--- config.mk ---
export PLATFORM = sky130hd
export DESIGN_NAME = hilo_sched_flat
export DESIGN_NICKNAME = d
export VERILOG_FILES = /design/src/rtl/hilo_pkg.sv /design/src/rtl/hilo_sched_if.sv /design/src/rtl/hilo_regs.sv /design/src/rtl/hilo_sched.sv /design/src/flat_wrapper.sv
export SDC_FILE = /design/constraint.sdc
export NUM_CORES = 1
export LEC_CHECK = 0
export BUFFER_PORTS_ARGS = -buffer_cell sky130_fd_sc_hd__buf_2
export CAP_MARGIN = 20
export CORE_ASPECT_RATIO = 0.9
export CORE_UTILIZATION = 40
export DETAILED_ROUTE_END_ITERATION = 16
export PLACE_DENSITY = 0.74
export RECOVER_POWER = 25
export SLEW_MARGIN = 20
export SYNTH_ARGS = -nofsm -noshare
export SYNTH_HDL_FRONTEND = slang
export SYNTH_SLANG_ARGS = --single-unit
--- constraint.sdc ---
create_clock -name clk -period 1.95 [get_ports clk]
set_input_delay 0.2925 -clock clk [delete_from_list [all_inputs] [get_ports clk]]
set_output_delay 0.2925 -clock clk [all_outputs]
set_load 0.005 [all_outputs]
--- src/rtl/hilo_pkg.sv ---
// hilo_pkg: shared constants and types for the HI/LO multiply scheduler.
package hilo_pkg;
    localparam int XLEN = 32;
    localparam logic [3:0] ALU_MULT  = 4'b0110;
    localparam logic [3:0] ALU_MULTU = 4'b0111;
    localparam logic [3:0] ALU_AND   = 4'b0000;
    localparam logic RD_LO = 1'b0;
    localparam logic RD_HI = 1'b1;
    typedef enum logic {IDLE, RUN} state_t;
endpackage

--- src/rtl/hilo_sched_if.sv ---
// hilo_sched_if: execute-stage, ALU and HI/LO access signals (MTHI/MTLO port under HILO_MTHI_MTLO_EN).
interface hilo_sched_if;
    import hilo_pkg::*;
    logic            start;
    logic            start_sgn;
    logic [XLEN-1:0] ex_a;
    logic [XLEN-1:0] ex_b;
    logic [3:0]      ex_op;
    logic [4:0]      ex_shamt;
    logic [XLEN-1:0] alu_a;
    logic [XLEN-1:0] alu_b;
    logic [3:0]      alu_op;
    logic [4:0]      alu_shamt;
    logic [XLEN-1:0] alu_hi;
    logic [XLEN-1:0] alu_lo;
    logic            rd_req;
    logic            rd_sel;
    logic [XLEN-1:0] rd_data;
    logic            busy;
    logic            stall;
`ifdef HILO_MTHI_MTLO_EN
    logic            wr_en;
    logic            wr_sel;
    logic [XLEN-1:0] wr_data;
`endif
    modport slave (
`ifdef HILO_MTHI_MTLO_EN
        input  wr_en, wr_sel, wr_data,
`endif
        input  start, start_sgn, ex_a, ex_b, ex_op, ex_shamt, alu_hi, alu_lo, rd_req, rd_sel,
        output alu_a, alu_b, alu_op, alu_shamt, rd_data, busy, stall
    );
    modport master (
`ifdef HILO_MTHI_MTLO_EN
        output wr_en, wr_sel, wr_data,
`endif
        output start, start_sgn, ex_a, ex_b, ex_op, ex_shamt, alu_hi, alu_lo, rd_req, rd_sel,
        input  alu_a, alu_b, alu_op, alu_shamt, rd_data, busy, stall
    );
endinterface

--- src/rtl/hilo_regs.sv ---
// hilo_regs: architectural HI/LO registers with product capture, direct write and read select.
module hilo_regs
    import hilo_pkg::*;
#(
    parameter int WIDTH = XLEN
) (
    input  logic             clk,
    input  logic             rst_n,
    input  logic             capture,
    input  logic [WIDTH-1:0] cap_hi,
    input  logic [WIDTH-1:0] cap_lo,
    input  logic             wr_en,
    input  logic             wr_sel,
    input  logic [WIDTH-1:0] wr_data,
    input  logic             rd_sel,
    output logic [WIDTH-1:0] rd_data
);
    logic [WIDTH-1:0] hi, lo;
    // Product capture overwrites both halves; a direct write touches only the selected one
    always_ff @(posedge clk or negedge rst_n) begin
        if (!rst_n) begin
            hi <= '0;
            lo <= '0;
        end else if (capture) begin
            hi <= cap_hi;
            lo <= cap_lo;
        end else if (wr_en) begin
            if (wr_sel == RD_HI) hi <= wr_data;
            else lo <= wr_data;
        end
    end
    assign rd_data = (rd_sel == RD_HI) ? hi : lo;
endmodule

--- src/rtl/hilo_sched.sv ---
// hilo_sched: shares the execute ALU with MULT/MULTU, owns HI/LO and stalls the pipe on hazards.
// Optional MTHI/MTLO write port enabled by defining HILO_MTHI_MTLO_EN.
module hilo_sched
    import hilo_pkg::*;
#(
    parameter int MUL_LAT = 4,
    parameter int WIDTH   = XLEN
) (
    input  logic        clk,
    input  logic        rst_n,
    hilo_sched_if.slave bus
);
    localparam int CW = $clog2(MUL_LAT + 1);
    state_t           state, state_nxt;
    logic [CW-1:0]    cnt, cnt_nxt;
    logic [WIDTH-1:0] op_a, op_b;
    logic             op_sgn, run, accept, capture, wr_en, wr_sel;
    logic [WIDTH-1:0] wr_data;
`ifdef HILO_MTHI_MTLO_EN
    assign wr_en   = bus.wr_en;
    assign wr_sel  = bus.wr_sel;
    assign wr_data = bus.wr_data;
`else
    assign wr_en   = 1'b0;
    assign wr_sel  = RD_LO;
    assign wr_data = '0;
`endif
    assign run     = state == RUN;
    assign accept  = !run && bus.start;
    assign capture = run && cnt == '0;
    // State and countdown registers
    always_ff @(posedge clk or negedge rst_n) begin
        if (!rst_n) begin
            state <= IDLE;
            cnt   <= '0;
        end else begin
            state <= state_nxt;
            cnt   <= cnt_nxt;
        end
    end
    // A start in IDLE arms the countdown; RUN ends on the cycle the product is captured
    always_comb begin
        state_nxt = state;
        cnt_nxt   = cnt;
        if (accept) begin
            state_nxt = RUN;
            cnt_nxt   = CW'(MUL_LAT - 1);
        end else if (run) begin
            state_nxt = capture ? IDLE : RUN;
            cnt_nxt   = capture ? cnt : cnt - CW'(1);
        end
    end
    // Operands are held for the whole multiply so the ALU path can close over several cycles
    always_ff @(posedge clk or negedge rst_n) begin
        if (!rst_n) begin
            op_a   <= '0;
            op_b   <= '0;
            op_sgn <= 1'b0;
        end else if (accept) begin
            op_a   <= bus.ex_a;
            op_b   <= bus.ex_b;
            op_sgn <= bus.start_sgn;
        end
    end
    assign bus.alu_a     = run ? op_a : bus.ex_a;
    assign bus.alu_b     = run ? op_b : bus.ex_b;
    assign bus.alu_op    = run ? (op_sgn ? ALU_MULT : ALU_MULTU) : bus.ex_op;
    assign bus.alu_shamt = run ? 5'd0 : bus.ex_shamt;
    assign bus.busy      = run;
    assign bus.stall     = run && (bus.start || bus.rd_req || bus.ex_op != ALU_AND || wr_en);
    hilo_regs #(.WIDTH(WIDTH)) u_regs (
        .clk     (clk),
        .rst_n   (rst_n),
        .capture (capture),
        .cap_hi  (bus.alu_hi),
        .cap_lo  (bus.alu_lo),
        .wr_en   (wr_en && !run),
        .wr_sel  (wr_sel),
        .wr_data (wr_data),
        .rd_sel  (bus.rd_sel),
        .rd_data (bus.rd_data)
    );
endmodule
--- src/flat_wrapper.sv ---
// flat-port wrapper written by rule: the top's interface ports become plain ports
module hilo_sched_flat import hilo_pkg::*;
#(
    parameter int MUL_LAT = 4,
    parameter int WIDTH   = XLEN
)
  (clk, rst_n, bus_start, bus_start_sgn, bus_ex_a, bus_ex_b, bus_ex_op, bus_ex_shamt, bus_alu_hi, bus_alu_lo, bus_rd_req, bus_rd_sel, bus_alu_a, bus_alu_b, bus_alu_op, bus_alu_shamt, bus_rd_data, bus_busy, bus_stall);
  hilo_sched_if bus_i ();
  input  logic clk;
  input  logic rst_n;
  input wire logic [$bits(bus_i.start)-1:0] bus_start;
  input wire logic [$bits(bus_i.start_sgn)-1:0] bus_start_sgn;
  input wire logic [$bits(bus_i.ex_a)-1:0] bus_ex_a;
  input wire logic [$bits(bus_i.ex_b)-1:0] bus_ex_b;
  input wire logic [$bits(bus_i.ex_op)-1:0] bus_ex_op;
  input wire logic [$bits(bus_i.ex_shamt)-1:0] bus_ex_shamt;
  input wire logic [$bits(bus_i.alu_hi)-1:0] bus_alu_hi;
  input wire logic [$bits(bus_i.alu_lo)-1:0] bus_alu_lo;
  input wire logic [$bits(bus_i.rd_req)-1:0] bus_rd_req;
  input wire logic [$bits(bus_i.rd_sel)-1:0] bus_rd_sel;
  output wire logic [$bits(bus_i.alu_a)-1:0] bus_alu_a;
  output wire logic [$bits(bus_i.alu_b)-1:0] bus_alu_b;
  output wire logic [$bits(bus_i.alu_op)-1:0] bus_alu_op;
  output wire logic [$bits(bus_i.alu_shamt)-1:0] bus_alu_shamt;
  output wire logic [$bits(bus_i.rd_data)-1:0] bus_rd_data;
  output wire logic [$bits(bus_i.busy)-1:0] bus_busy;
  output wire logic [$bits(bus_i.stall)-1:0] bus_stall;
  assign bus_i.start = bus_start;
  assign bus_i.start_sgn = bus_start_sgn;
  assign bus_i.ex_a = bus_ex_a;
  assign bus_i.ex_b = bus_ex_b;
  assign bus_i.ex_op = bus_ex_op;
  assign bus_i.ex_shamt = bus_ex_shamt;
  assign bus_i.alu_hi = bus_alu_hi;
  assign bus_i.alu_lo = bus_alu_lo;
  assign bus_i.rd_req = bus_rd_req;
  assign bus_i.rd_sel = bus_rd_sel;
  assign bus_alu_a = bus_i.alu_a;
  assign bus_alu_b = bus_i.alu_b;
  assign bus_alu_op = bus_i.alu_op;
  assign bus_alu_shamt = bus_i.alu_shamt;
  assign bus_rd_data = bus_i.rd_data;
  assign bus_busy = bus_i.busy;
  assign bus_stall = bus_i.stall;
  hilo_sched #(.MUL_LAT(MUL_LAT), .WIDTH(WIDTH)) u_core (.clk(clk), .rst_n(rst_n), .bus(bus_i));
endmodule
Word-level counts from Yosys, hierarchy flattened
Cells that the tools add are included.
{"block": "totals", "register_bits": 133, "latchBits": 0, "ramBits": 0, "romBits": 0, "output_inout_bits": 107, "memories": 0}
{"block": "classes", "addsub": 1, "multipliers": 0, "div": 0, "order_cmp": 0, "eq_ne": 1, "n_shift": 0, "muxes": 12, "bitwise": 0, "reduce_logical": 10}
{"operator": "32-bit 2-to-1 mux", "count": 3}
{"operator": "3-bit 2-to-1 mux", "count": 3}
{"operator": "5-bit 2-to-1 mux", "count": 1}
{"operator": "1-bit 2-to-1 mux", "count": 4}
{"operator": "4-bit 2-to-1 mux", "count": 1}
{"operator": "4-bit nonzero test", "count": 1}
{"operator": "1-bit logical AND", "count": 3}
{"operator": "3-bit logical NOT", "count": 1}
{"operator": "3-bit by 1-bit subtractor with 3-bit output, second input constant", "count": 1}
{"operator": "1-bit logical OR", "count": 2}
{"operator": "2-bit by 1-bit != test with 1-bit output, second input constant", "count": 1}
{"operator": "2-bit AND reduction", "count": 1}
{"operator": "2-bit nonzero test", "count": 1}
{"operator": "1-bit logical NOT", "count": 1}

Logic depth before layout (Yosys ltp)
{"block": "depth", "ltp_word": 5, "mapped_depth": 6, "depth_no_buf": 6}

Hierarchy
From an unflattened synthesis, not the netlist that was laid out.
{"block": "unflattened", "hier_cells": 610, "hier_area_um2": 7624.8}
{"mod": "hilo_regs", "instances": 1, "cells_each": 367, "area_each_um2": 3946.3}
{"mod": "hilo_sched", "instances": 1, "cells_each": 243, "area_each_um2": 3678.5}

Least setup slack after synthesis
OpenSTA, ideal clock, no wires.
{"block": "synth_path", "kind": "register to register", "start": "register u_core.cnt[0]", "end": "register u_core.u_regs.hi[0]", "setup_ps": 125, "arrival_time_ps": 1496, "required_time_ps": 1825, "setup_slack_ps": 330, "stages_incl_launch_ff": 7, "path_buffers": 1, "synth_period_minus_slack_ps": 1620, "path_cell_list": "dfrtp_1 -> inv_1 -> ha_1 -> ha_1 -> nand2_2 -> buf_2 -> mux2_2"}
{"block": "synth_via", "elab_chain_cells": 2}
{"element": "start, declared", "line": "hilo_sched.sv:15", "source": "logic [CW-1:0] cnt, cnt_nxt;"}
{"element": "start signal, assigned", "line": "hilo_sched.sv:38", "source": "cnt <= cnt_nxt;"}
{"element": "3-bit logical NOT", "line": "hilo_sched.sv:30", "source": "assign capture = run && cnt == '0;"}
{"element": "1-bit logical AND", "line": "hilo_sched.sv:30"}
{"element": "end signal, assigned", "line": "hilo_regs.sv:25", "source": "hi <= cap_hi;"}
{"element": "end signal, assigned", "line": "hilo_regs.sv:28", "source": "if (wr_sel == RD_HI) hi <= wr_data;"}
{"element": "end, declared", "line": "hilo_regs.sv:18", "source": "logic [WIDTH-1:0] hi, lo;"}
No other way between the ends.
A chain may end at the register's enable or synchronous reset.

Worst setup path after layout
{"block": "layout_path", "start": "register u_core.state (netlist: u_core.bus.busy)", "end": "output port bus_alu_a[8]"}
{"block": "layout_via", "elab_chain_cells": 1}
{"element": "start, declared", "line": "hilo_sched.sv:14", "source": "state_t state, state_nxt;"}
{"element": "start signal, assigned", "line": "hilo_sched.sv:37", "source": "state <= state_nxt;"}
{"element": "32-bit 2-to-1 mux", "line": "hilo_sched.sv:65", "source": "assign bus.alu_a = run ? op_a : bus.ex_a;"}
{"element": "end, declared", "line": "flat_wrapper.sv:21", "source": "output wire logic [$bits(bus_i.alu_a)-1:0] bus_alu_a;"}
No other way between the ends.

==> results.txt <==
The floorplan step defined a die boundary enclosing 0.0165 sq mm. For flop-to-flop paths, the worst setup slack is 0.19 ns. The first global-routing pass estimated 22400 microns of wire. Critical path class: reg -> out.

The combinational share of power is 0.457. The floorplan step defined a core boundary enclosing 0.0155 sq mm. The run gives 0.178 as the total routing resource utilization after global routing.

No sink is reached through more buffers than the 2 on the longest clock path. Fill cell total of the finished layout: 1303. 0 antenna diodes ended up in the layout.

Initial antenna violation count: 0. The hold path endpoint was u_core.u_regs.hi[19]. Time the final worst path needs with I/O delays and setup: 1.90 ns. The logs give 0.519 for the proportion of synthesized chip area in sequential cells and 1.08 mV for the maximum resistive drop on vdd. The total wire length was 14900 microns.

The root buffer cell chosen for the clock tree is sky130_fd_sc_hd__clkbuf_16. TritonCTS built the clock tree. The startpoint kind of the worst setup timing path is a register. The share of layout cells above drive strength 1 was 0.765. The count of buffers inserted at the top-level ports came out at 249.

The switching component of the power is 4.34 mW, and the initial core utilization is 0.412. The post-synthesis to final-layout area growth is 33.8%, and the total clock sinks is 133. STA puts the critical path data required time at 1.66 ns.

The logs give 0.771 for the weighted congestion at the end of routability-driven global placement and 4 for the deepest level of the CTS H-tree. TritonCTS created 17 clock buffers. After routing the design area is 0.00858 sq mm. The worst hold path was traced through 2 stages. In this run the cell area of the synthesized design comes to 0.00641 sq mm. The signal on the critical path passes through buf_12 > clkbuf_16 > mux2_2 > buf_2. The slowest stage of the critical path belongs to the cell sky130_fd_sc_hd__dfrtp_2.

After detailed routing, the average wire length per cell comes to 16.8 microns. Once detailed placement completed, the half-perimeter wirelength came to 10500 microns. The number of max-capacitance violations reported is 0. The proportion of total power due to net switching is 0.298. The number of global-route vias before repair is 4538, and the cell depth of the worst flop-to-flop path is 6. Between clock sinks in the finished design, the worst skew comes to 0.00626 ns. The slew at the pin with the worst max-slew slack is 1.43 ns.

In this run the core area contains 43 standard-cell rows. The number of DRC violations after detailed-routing iteration 0 is 88, and the number of design rule violations left after detail routing is 0. The hold path startpoint was bus_alu_hi[19]. In this run the cell area measured after placement is 0.00794 sq mm.

For this design the ratio of total power to cell area is 1700 mW/mm^2. The run gives 0.339 as the register share of total power. The y dimension of the die came out at 122 microns. Type of element capturing the critical path: an output port. At the later pin of the worst-skew pair, clock insertion delay measures 0.41 ns.

The number of detailed-routing iterations run before antenna repair came out at 4. The static leakage is 4.26 nW, and the worst endpoint data arrival time is 1.61 ns. Count of buffering cells on the critical path with inverters included: 3. Family with the most delay on the worst path: buffers and inverters.

The clock transition time at the flip-flop clock pins of the worst setup and hold paths came out at 0.06 ns. Worst min-delay path class: in -> reg. Number of max-slew violations in the final report: 0.

The run gives 10.2 mW as the cell-internal power. Net total in the final layout: 819. Remaining number of nets flagged by the antenna check after routing: 0. The fraction of the cycle the final worst path needs was 0.977.

Synthesis produced a netlist with a net count of 557. The tools report the via count as 4346. Launch instance of the worst register-to-register path: u_core.cnt[0].

In the synthesized netlist, the number of instances is 412. The number of setup violations in the final report is 0, and the longest individual stage delay on the worst path is 0.40 ns. The run finished with clean final reports. Synthesis instantiated 24 different standard cells from the library. X dimension of the die: 135 microns. The run gives 250 as the number of top-level pins.

The maximum fanout along the worst path works out to 14. For the warning count from the yosys run, the log shows 0. The final global-route overflow total was 0; the maximum clock rate was 525 MHz. Via density per instance: 4.89. In this run, synthesis produced a sequential element count of 133. The post-synthesis average cell area was 15.6 sq um; the share of total power in the clock network was 0.204.

The number of failing hold endpoints at the final stage is 0, and the worst-case headroom to the max-slew limit is 0.0486. The maximum number of pins on one net before global-route repair is 58. The worst register-to-register path ends at u_core.u_regs.hi[18]. The worst-case hold slack came out at 0.108 ns.
-- state kept, by name, indices dropped and copies added (netlist names) --
name,cells
u_core.bus.busy,1
u_core.cnt,3
u_core.op_a,32
u_core.op_b,32
u_core.op_sgn,1
u_core.u_regs.hi,32
u_core.u_regs.lo,32
-- cells in the mapped netlist, drive strengths merged --
master,count,area share
a21o,1,0.0012
a21oi,1,0.00078
a22o,1,0.0014
a2bb2oi,1,0.0014
buf,25,0.027
clkbuf,1,0.00058
dfrtp,133,0.52
ha,2,0.0039
inv,4,0.0023
mux2,225,0.42
mux2i,1,0.0016
nand2,2,0.0016
nand2b,1,0.0021
nor2,2,0.0012
nor2b,7,0.0068
o21ai,1,0.00078
o31a,1,0.0014
or2,2,0.0020
or4,1,0.0012
-- what timing repair did --
action | CTS | global route
hold endpoints to repair | 49 | 0
hold buffers | 1 | 0
gates cloned | 0 | 3
setup buffers | 0 | 2
resized for setup | 0 | 1
setup endpoints to repair | 27 | 46
-- cell type report --
type | instances | area (sq um) | share of cell area
sequential | 133 | 3330 | 0.388
tap | 202 | 253 | 0.0294
clock inverter | 11 | 104 | 0.0121
clock buffer | 20 | 447 | 0.0520
inverter | 4 | 15.0 | 0.00175
timing repair buffer | 269 | 1540 | 0.180
multi-input combinational | 249 | 2900 | 0.337
-- worst reg2reg max path, stage by stage (launching register included) --
cell,delay (ns)
sky130_fd_sc_hd__dfrtp_1,0.32
sky130_fd_sc_hd__inv_1,0.06
sky130_fd_sc_hd__ha_1,0.20
sky130_fd_sc_hd__ha_1,0.25
sky130_fd_sc_hd__nand2_2,0.12
sky130_fd_sc_hd__buf_12,0.28
sky130_fd_sc_hd__mux2_2,0.40
-- cell usage in the layout, fill, tap and decap left out, types with 4 or more instances in the layout --
master,n
sky130_fd_sc_hd__inv_1,4
sky130_fd_sc_hd__mux2_4,50
sky130_fd_sc_hd__buf_2,248
sky130_fd_sc_hd__mux2_2,173
sky130_fd_sc_hd__buf_12,8
sky130_fd_sc_hd__buf_4,7
sky130_fd_sc_hd__nor2b_1,7
sky130_fd_sc_hd__dfrtp_1,132
sky130_fd_sc_hd__clkbuf_16,19
sky130_fd_sc_hd__clkinvlp_4,5
-- power by group through the flow --
stage	logic, mW	clock network, mW	registers, mW
global route	7.21	3.17	5.11
finish	6.66	2.96	4.93
global placement	6.25	0	4.84
CTS	6.52	3.04	4.93
floorplan	4.45	0	4.68
detailed placement	6.49	0	4.94
-- how the worst max path moves through the flow --
| stage | startpoint | endpoint | slack, ns | cells after the start |
|---|---|---|---|---|
| global placement | u_core.cnt[0] | u_core.u_regs.hi[1] | 0.26 | 6 |
| floorplan | u_core.cnt[0] | u_core.u_regs.hi[0] | 0.33 | 6 |
| CTS | u_core.bus.busy | bus_alu_a[0] | -0.02 | 3 |
| finish | u_core.bus.busy | bus_alu_a[8] | 0.05 | 4 |
| global route | u_core.bus.busy | bus_alu_a[8] | -0.007 | 4 |
| detailed placement | u_core.cnt[0] | u_core.u_regs.hi[25] | 0.20 | 6 |
-- cells by family after synthesis --
group	after synthesis	share of synthesized area
and+or+nand+nor	15	0.0148
DFF	133	0.519
muxes	226	0.426
adders and majority gates	2	0.00390
AOI/OAI and AO/OA	6	0.00683
buffers and inverters	30	0.0297
-- layer usage --
layer,wire length (microns),track usage
met1,6290,0.217
met2,7390,0.297
met3,1090,0.0633
met4,115,0.0520
met5,0,0
-- per-stage QoR --
| stage | setup slack (ns) | TNS [ns] | total power [mW] | util | instances |
|---|---|---|---|---|---|
| finish | 0.0453 | 0 | 14.6 | 0.552 | 888 |
| CTS | -0.0172 | -0.214 | 14.5 | 0.547 | 883 |
| global route | -0.00654 | -0.0235 | 15.5 | 0.552 | 888 |
| floorplan | 0.330 | 0 | 9.12 | - | 412 |
| detailed placement | 0.196 | 0 | 11.4 | 0.511 | 851 |
| global placement | 0.264 | 0 | 11.1 | 0.511 | 851 |
Power figures use the tool's default switching activity.
